--- config.mk ---
export PLATFORM = sky130hd
export DESIGN_NAME = usi_uart_rx_flat
export DESIGN_NICKNAME = d
export VERILOG_FILES = /design/src/rtl/usi_uart_pkg.sv /design/src/rtl/usi_uart_rx_if.sv /design/src/rtl/usi_uart_baud_gen.sv /design/src/rtl/usi_uart_rx.sv /design/src/flat_wrapper.sv
export SDC_FILE = /design/constraint.sdc
export NUM_CORES = 1
export LEC_CHECK = 0
export ABC_AREA = 1
export CAP_MARGIN = 40
export CORE_MARGIN = 2
export CORE_UTILIZATION = 50
export CTS_BUF_LIST = sky130_fd_sc_hd__clkbuf_16
export DETAILED_ROUTE_END_ITERATION = 7
export GPL_TIMING_DRIVEN = 1
export HOLD_SLACK_MARGIN = 0.1
export PLACE_DENSITY = 0.88
export SLEW_MARGIN = 20
export SYNTH_ARGS = -nofsm -noshare
export SYNTH_HDL_FRONTEND = slang
export SYNTH_SLANG_ARGS = --single-unit
--- constraint.sdc ---
create_clock -name pclk -period 1.9 [get_ports pclk]
set_input_delay 0.285 -clock pclk [delete_from_list [all_inputs] [get_ports pclk]]
set_output_delay 0.285 -clock pclk [all_outputs]
set_load 0.02 [all_outputs]
--- src/rtl/usi_uart_pkg.sv ---
// usi_uart_pkg: shared FSM states, oversampling constants and data_bits encodings for the USI UART receiver
package usi_uart_pkg;
  typedef enum logic [2:0] {IDLE, START, DATA, PARITY, STOP} state_t;
  localparam int OSR = 16;
  localparam logic [3:0] SMP_LO = 4'd7, SMP_MID = 4'd8, SMP_HI = 4'd9, OS_LAST = 4'(OSR - 1);
  localparam logic [1:0] DB5 = 2'd0, DB6 = 2'd1, DB7 = 2'd2, DB8 = 2'd3;
endpackage

--- src/rtl/usi_uart_rx_if.sv ---
// usi_uart_rx_if: received-byte holding register handshake (rx_data, rx_valid, rx_ready, parity_err, frame_err); master = receiver, slave = consumer
interface usi_uart_rx_if;
  logic [7:0] rx_data;
  logic rx_valid;
  logic rx_ready;
  logic parity_err;
  logic frame_err;
  modport master(output rx_data, rx_valid, parity_err, frame_err, input rx_ready);
  modport slave(input rx_data, rx_valid, parity_err, frame_err, output rx_ready);
endinterface

--- src/rtl/usi_uart_baud_gen.sv ---
// usi_uart_baud_gen: oversample tick every div+1 pclk while en; ports pclk, rst, en, div in, tick out
module usi_uart_baud_gen #(
  parameter int DIV_W = 16
) (
  input  logic             pclk,
  input  logic             rst,
  input  logic             en,
  input  logic [DIV_W-1:0] div,
  output logic             tick
);
  logic [DIV_W-1:0] cnt;
  assign tick = en && cnt == div;
  always_ff @(posedge pclk)
    cnt <= (rst || !en || tick) ? '0 : cnt + DIV_W'(1);
endmodule

--- src/rtl/usi_uart_rx.sv ---
// usi_uart_rx: 16x oversampled UART receiver; ports pclk, rst, rxd, baud_div, frame config, rx_en, rx handshake if, break_det, overrun, busy
module usi_uart_rx
  import usi_uart_pkg::*;
#(
  parameter int DIV_W       = 16,
  parameter int SYNC_STAGES = 2
) (
  input  logic             pclk,
  input  logic             rst,
  input  logic             rxd,
  input  logic [DIV_W-1:0] baud_div,
  input  logic [1:0]       data_bits,
  input  logic             parity_en,
  input  logic             parity_odd,
  input  logic             stop2,
  input  logic             rx_en,
  usi_uart_rx_if.master    rx,
  output logic             break_det,
  output logic             overrun,
  output logic             busy
);
  logic [SYNC_STAGES-1:0] sync;
  logic rxs, tick, s7, s8, maj, last;
  logic [3:0] os;
  logic [2:0] bcnt;
  logic [7:0] sh;
  logic [1:0] c_db;
  logic c_pen, c_odd, c_st2, px, perr, ferr, zero, brk_s, st_sec, done;
  state_t state, state_n;
  usi_uart_baud_gen #(.DIV_W(DIV_W)) u_baud (.pclk(pclk), .rst(rst), .en(rx_en), .div(baud_div), .tick(tick));
  always_ff @(posedge pclk)
    sync <= rst ? '1 : {sync[SYNC_STAGES-2:0], rxd};
  assign rxs  = sync[SYNC_STAGES-1];
  assign maj  = (s7 & s8) | (s7 & rxs) | (s8 & rxs);
  assign last = bcnt == {1'b0, c_db} + 3'd4;
  assign busy = state != IDLE;
  always_comb begin
    state_n = state;
    if (tick)
      case (state)
        IDLE:    state_n = rxs ? IDLE : START;
        START:   state_n = (os == SMP_HI && maj) ? IDLE : (os == OS_LAST) ? DATA : START;
        DATA:    state_n = (os == OS_LAST && last) ? (c_pen ? PARITY : STOP) : DATA;
        PARITY:  state_n = (os == OS_LAST) ? STOP : PARITY;
        STOP:    state_n = (os == SMP_HI && (st_sec || !c_st2)) ? IDLE : STOP;
        default: state_n = IDLE;
      endcase
  end
  // Per-frame state; config is re-latched on every idle tick so the value at the start edge sticks.
  always_ff @(posedge pclk)
    if (rst || !rx_en) begin
      state <= IDLE;
      os    <= '0;
      done  <= 1'b0;
    end else begin
      state <= state_n;
      done  <= tick && state == STOP && state_n == IDLE;
      if (tick) begin
        os <= (state == IDLE) ? '0 : os + 4'd1;
        if (os == SMP_LO) s7 <= rxs;
        if (os == SMP_MID) s8 <= rxs;
        if (state == IDLE) begin
          c_db   <= data_bits;
          c_pen  <= parity_en;
          c_odd  <= parity_odd;
          c_st2  <= stop2;
          bcnt   <= '0;
          px     <= 1'b0;
          perr   <= 1'b0;
          ferr   <= 1'b0;
          zero   <= 1'b1;
          st_sec <= 1'b0;
        end
        if (os == SMP_HI) begin
          if (state == DATA) begin
            sh   <= {maj, sh[7:1]};
            px   <= px ^ maj;
            zero <= zero & !maj;
          end
          if (state == PARITY) begin
            perr <= (px ^ maj) != c_odd;
            zero <= zero & !maj;
          end
          if (state == STOP) begin
            ferr   <= ferr | !maj;
            st_sec <= 1'b1;
            if (!st_sec) brk_s <= zero & !maj;
          end
        end
        if (os == OS_LAST && state == DATA) bcnt <= bcnt + 3'd1;
      end
    end
  // Bits arrive at the top of sh; shifting right by 8-n drops stale low bits and zero-fills the top.
  always_ff @(posedge pclk)
    if (rst) begin
      rx.rx_data    <= '0;
      rx.rx_valid   <= 1'b0;
      rx.parity_err <= 1'b0;
      rx.frame_err  <= 1'b0;
      break_det     <= 1'b0;
      overrun       <= 1'b0;
    end else begin
      break_det <= done && brk_s;
      overrun   <= done && rx.rx_valid && !rx.rx_ready;
      if (done && (!rx.rx_valid || rx.rx_ready)) begin
        rx.rx_data    <= sh >> (2'd3 - c_db);
        rx.parity_err <= perr;
        rx.frame_err  <= ferr;
        rx.rx_valid   <= 1'b1;
      end else if (rx.rx_ready) rx.rx_valid <= 1'b0;
    end
endmodule

--- src/flat_wrapper.sv ---
// flat-port wrapper written by rule: the top's interface ports become plain ports
module usi_uart_rx_flat import usi_uart_pkg::*;
#(
  parameter int DIV_W       = 16,
  parameter int SYNC_STAGES = 2
)
  (pclk, rst, rxd, baud_div, data_bits, parity_en, parity_odd, stop2, rx_en, break_det, overrun, busy, rx_rx_data, rx_rx_valid, rx_parity_err, rx_frame_err, rx_rx_ready);
  usi_uart_rx_if rx_i ();
  input  logic pclk;
  input  logic rst;
  input  logic rxd;
  input  logic [DIV_W-1:0] baud_div;
  input  logic [1:0] data_bits;
  input  logic parity_en;
  input  logic parity_odd;
  input  logic stop2;
  input  logic rx_en;
  output logic break_det;
  output logic overrun;
  output logic busy;
  output wire logic [$bits(rx_i.rx_data)-1:0] rx_rx_data;
  output wire logic [$bits(rx_i.rx_valid)-1:0] rx_rx_valid;
  output wire logic [$bits(rx_i.parity_err)-1:0] rx_parity_err;
  output wire logic [$bits(rx_i.frame_err)-1:0] rx_frame_err;
  input wire logic [$bits(rx_i.rx_ready)-1:0] rx_rx_ready;
  assign rx_rx_data = rx_i.rx_data;
  assign rx_rx_valid = rx_i.rx_valid;
  assign rx_parity_err = rx_i.parity_err;
  assign rx_frame_err = rx_i.frame_err;
  assign rx_i.rx_ready = rx_rx_ready;
  usi_uart_rx #(.DIV_W(DIV_W), .SYNC_STAGES(SYNC_STAGES)) u_core (.pclk(pclk), .rst(rst), .rxd(rxd), .baud_div(baud_div), .data_bits(data_bits), .parity_en(parity_en), .parity_odd(parity_odd), .stop2(stop2), .rx_en(rx_en), .rx(rx_i), .break_det(break_det), .overrun(overrun), .busy(busy));
endmodule
==> Word-level counts from Yosys, hierarchy flattened <==
Cells that the tools add are included.
Widths: inputs -> output; s select.
{ "op_classes": {"add_sub_neg": 5, "n_eq_ne": 11, "shifts": 1, "n_mux": 30, "bitwise": 10, "n_reduce_logical": 32} }
{ "ops": {"columns": ["op", "count"], "rows": [
  ["$mux 3", 8],
  ["$mux 1", 19],
  ["$add 16x1->16 const B", 1],
  ["$eq 16x16->1", 1],
  ["$pmux 3 s5", 1],
  ["$eq 4x4->1 const B", 3],
  ["$reduce_and 3->1", 4],
  ["$logic_and 1x1->1", 11],
  ["$shr 8x2->8", 1],
  ["$eq 3x2->1 const B", 2],
  ["$logic_not 3->1", 2],
  ["$logic_not 1->1", 5],
  ["$reduce_and 5->1", 1],
  ["$add 4x1->4 const B", 1],
  ["$and 1x1->1", 4],
  ["$eq 4x3->1 const B", 1],
  ["$logic_or 1x1->1", 4],
  ["$mux 4", 1],
  ["$reduce_and 4->1", 1],
  ["$reduce_bool 2->1", 2],
  ["$add 2x3->3 const B", 1],
  ["$add 3x1->3 const B", 1],
  ["$eq 3x1->1 const B", 1],
  ["$eq 3x3->1", 1],
  ["other kinds (9)", 12]
]} }
{ "word_totals": {"register_bits": 63, "inputBits": 26, "out_inout_bits": 14, "word_cells": 114} }

==> Depth between registers and ports, before layout <==
{ "logic_depth": {"word_depth": 9, "depth_mapped": 12, "depth_no_buf": 12} }

==> Modules after synthesis <==
Synthesis repeated with hierarchy kept, for this count alone.
{ "unflattened": {"cells_unflattened": 439, "area_unflattened_um2": 3357.0} }
{ "modules_own_cells": {"columns": ["module", "n_inst", "cells_per_inst", "area_per_inst_um2", "seq_area_each_um2"], "rows": [
  ["usi_uart_rx", 1, 251, 2189.6, 1181.1],
  ["usi_uart_baud_gen", 1, 188, 1167.4, 320.3]
]} }

==> Least setup slack after synthesis <==
No wires, ideal clock.
{ "synth_timing": {"path_kind": "reg-to-reg", "from": "register u_core.u_baud.cnt[6]", "to": "register u_core.sh[0] (enable)", "setup_ps": 370, "arrival_ps": 1436, "required_time_ps": 1530, "path_slack_ps": 93, "stages_incl_launch_ff": 9, "n_path_buf": 0, "synth_period_minus_slack_ps": 1807, "cell_sequence": "dfxtp_1 > inv_2 > nand2_1 > nand2_1 > inv_1 > nand4_1 > nor2_1 > nand4_2 > nor2_1"} }
{ "synth_between": {"elab_chain_len": 3} }
{ "synth_lines": {"columns": ["item", "line_no", "rtl"], "rows": [
  ["start, declared", "usi_uart_baud_gen.sv:11", "logic [DIV_W-1:0] cnt;"],
  ["start signal, assigned", "usi_uart_baud_gen.sv:14", "cnt <= (rst || !en || tick) ? '0 : cnt + DIV_W'(1);"],
  ["$eq 16x16->1", "usi_uart_baud_gen.sv:12", "assign tick = en && cnt == div;"],
  ["$logic_and 1x1->1", "usi_uart_baud_gen.sv:12", null],
  ["$reduce_and 4->1 (no line)", null, null],
  ["end signal, assigned", "usi_uart_rx.sv:76", "sh <= {maj, sh[7:1]};"],
  ["end, declared", "usi_uart_rx.sv:26", "logic [7:0] sh;"]
]} }
Every way passes these cells.
A chain may end at the register's enable or synchronous reset.

==> Worst setup path in the final report <==
{ "layout_timing": {"from": "input port baud_div[15]", "to": "register u_core.sh[5] (enable)"} }
{ "layout_between": {"elab_chain_len": 3} }
{ "layout_lines": {"columns": ["item", "line_no", "rtl"], "rows": [
  ["start, declared", "flat_wrapper.sv:12", "input logic [DIV_W-1:0] baud_div;"],
  ["$eq 16x16->1", "usi_uart_baud_gen.sv:12", null],
  ["$logic_and 1x1->1", "usi_uart_baud_gen.sv:12", null],
  ["$reduce_and 4->1 (no line)", null, null]
]} }
Every way passes these cells.

==> key figures <==
Synth
  – Post-synth top cells: nand2_1, nor2_1, inv_1
  – Syn_nets: 500
  – Post-synthesis adder-cell area fraction: 0.0186
  – Syn. warnings: 0
  – Register area share after synthesis: 0.447
  – Post-synth EDFFs: 24
  – Compound-cell area share of the yosys netlist: 0.0839
  – Multiplexer share of the synthesized area: 0
  – Ys async rst share: 0
  – Synth top area cells: dfxtp_1, edfxtp_1, nand2_1
  – XOR/XNOR Fraction of Synth Area: 0.0130
  – Largest family of logic cells by synthesized area: simple AND/OR/NAND/NOR gates
  – Gate Count Post-Synth: 469
  – Syn avg cell area: 7.16 sq um
  – Cell taking the most area after synthesis: dfxtp_1
  – Commonest register cell after synthesis: dfxtp_1
  – Count leader, synth: nand2_1
  – Simple-gate share of the synthesized area: 0.340
  – Top cell type's share of synthesized area: 0.233
  – Count of cell types in the netlist: 38
  – Post-Syn Area: 0.00336 sq mm
  – Synth Register Bits: between 60 and 70

Drt
  – WL per Instance: 14.0 microns
  – DRT antenna net count: 0
  – Drt pass-1 iters: 5
  – Vias per cell: about 5.5
  – DRC viols: 0
  – DRT Wirelength: slightly below 9 mm
  – Iteration-0 DRC Markers: 298
  – Routed vias: 3,416

Floorplan
  – Die area: 0.00738 sq mm
  – I/O Pins: 40
  – Core area: about 0.0064 sq mm
  – Die extent in y: 85.9 microns
  – Row count: 29
  – Initial core utilization: 0.523
  – Chip width: ~86 microns

Clock network
  – CTS root buffer: clkbuf_16
  – CTS clk-pin slew, worst paths: 0.05 ns
  – CTS Buf Count: 9
  – Hold buffers post-CTS: 0
  – Clk_lat worst skew: 0.33 ns
  – Sink Count: 63
  – Post-CTS Setup Inserts: 0
  – Clock tree buffer depth: 2
  – H-tree Lvls: 3
  – CTS tree: built

Layout
  – Nets@finish: 572
  – Fraction of layout cells with a size suffix above 1: 0.165
  – Fillcell total: 484
  – Final instance area: between 0.004 and 0.005 sq mm
  – Inserted Diodes: 0
  – Fin util: 0.684
  – Area growth syn-to-layout: 30.9%
  – Final Non-Filler Cells: 623

Global route
  – Largest net degree at the start of global routing: 18
  – Global route overflow: 0
  – First-pass GRT wire length: 14.0 mm
  – Tot GR Track Use: 0.240
  – Vias in the first global route: 3,273
  – Initial antenna violation count: 0

STA
  – Fin Hold WS: between 0.4 and 0.5 ns
  – Final Setup Violations: 0
  – Period utilisation layout: 0.952
  – Final Skew: 0.00813 ns
  – Tmin final: 1.81 ns
  – Fin. max-slew vios: 0
  – Final Hold Viols: 0
  – Relative slew margins: 0.766
  – Max frequency: 553 MHz
  – Worst slew pin tran: 0.349 ns
  – Setup TNS: 0 ns

Worst setup path
  – Slowest CP cell: clkdlybuf4s50_1
  – Max stage delay on crit path: 0.49 ns
  – Data required, critical path: 1.93 ns
  – CP max FO: 8
  – CP Class: primary input to register
  – CP endpoint kind: register
  – CP cell instances: clkdlybuf4s50_1, inv_1, nand2_1, nand2_1, nor2_1, nand4_1, nor2_2, nand4_4, nor2_1, buf_4
  – Critical Path AT: 1.84 ns
  – Crit start category: primary input

Hold path
  – Hold/Removal Path Class: register to register

Placed design
  – Detail Placement HPWL: 6.08 mm
  – Post-Place Cells: 607
  – Placer Congestion: between 0.9 and 1
  – IO buf count: 39
  – DP Area: 0.00403 sq mm

Power and ir drop
  – Peak VDD IR: 433 uV
  – Leak Pwr: approximately 1.9 nW
  – Power Density: roughly 730 mW/mm^2

Job
  – # Max-Cap Violations: 0

Status
  – Status: finished, final reports clean
-- final timing paths --
check	start	endpoint	slack, ns	cells after the start
worst max-delay path	baud_div[15]	u_core.sh[5]	0.09	10
worst min-delay path	u_core.sync[0]	u_core.sync[1]	0.42	1
worst max register to register	u_core.u_baud.cnt[1]	u_core.u_baud.cnt[14]	0.11	10
worst min register to register	u_core.sync[0]	u_core.sync[1]	0.42	1
-- area by class of cell --
type | count | area (sq um) | area share
Clock inverter | 7 | 71.3 | 0.0162
Inverter | 78 | 297 | 0.0675
Sequential cell | 63 | 1510 | 0.343
Timing Repair Buffer | 66 | 607 | 0.138
Clock buffer | 9 | 225 | 0.0513
Multi-Input combinational cell | 323 | 1590 | 0.361
Tap cell | 77 | 96.3 | 0.0219
-- per-layer routing --
layer,global-route usage,wire [microns]
met1,0.288,3530
met2,0.400,4230
met3,0.0481,669
met4,0.136,287
met5,0,0
-- worst max-delay path, delay by kind of cell --
kind | cells | cell delay [ns]
buffers and inverters | 3 | 0.71
AND/OR/NAND/NOR | 7 | 0.84
-- logic make-up after synthesis --
group,count (synthesis)
AND/OR/NAND/NOR,263
buffers and inverters,83
adder cells (fa/ha/maj),5
AO/OA/AOI/OAI,50
flip-flops,63
XOR/XNOR,5
-- per-stage QoR --
step / power, W / setup WS (ns)
2_1_floorplan: 0.00150 / 0.0934
3_3_place_gp: 0.00161 / -0.192
3_5_place_dp: 0.00161 / -0.214
4_1_cts: 0.00321 / 0.0900
5_1_grt: 0.00331 / -0.0223
6_report: 0.00321 / 0.0911
-- cell usage in the layout, fill, tap and decap left out, types with 2 or more instances in the layout --
cell,netlist,final
nand3_2,3,5
a21oi_1,18,17
dfxtp_1,39,33
edfxtp_1,24,24
clkinv_2,0,2
nor3_1,11,9
nand2_1,118,117
o211ai_1,6,6
xnor2_1,2,2
nand4_1,11,11
nor3b_1,2,2
clkdlybuf4s50_1,0,37
o21ai_1,5,5
nor2_2,1,10
clkbuf_16,0,9
inv_1,66,66
or2_2,2,2
nand3_1,22,20
buf_4,1,26
ha_1,5,5
nor3_2,3,5
o21ai_0,15,15
nand2_2,2,3
inv_2,11,11
nor2_1,83,74
clkinvlp_4,0,2
xor2_1,3,3
dfxtp_2,0,6
-- registers in the layout, indices dropped and copies added (netlist names), 2 cells and up, named ones only --
register / flops
u_core.sh: 8
u_core.c_db: 2
u_core.os: 4
u_core.sync: 2
u_core.u_baud.cnt: 16
u_core.rx.rx_data: 8
u_core.state: 3
u_core.bcnt: 3
-- where the power goes --
group	leakage [nW]	internal, W	switching, W
combinational	1.22	0.0000975	0.0000928
clock	0.146	0.00102	0.000598
sequential	0.528	0.00140	0.00000455
-- repair_timing --
item	4_1_cts	5_1_grt
setup endpoints to repair	1	29
pin swaps	0	3
gates resized for setup	1	24
gates cloned	0	0
Note: power is estimated with default switching activity, not from simulation.
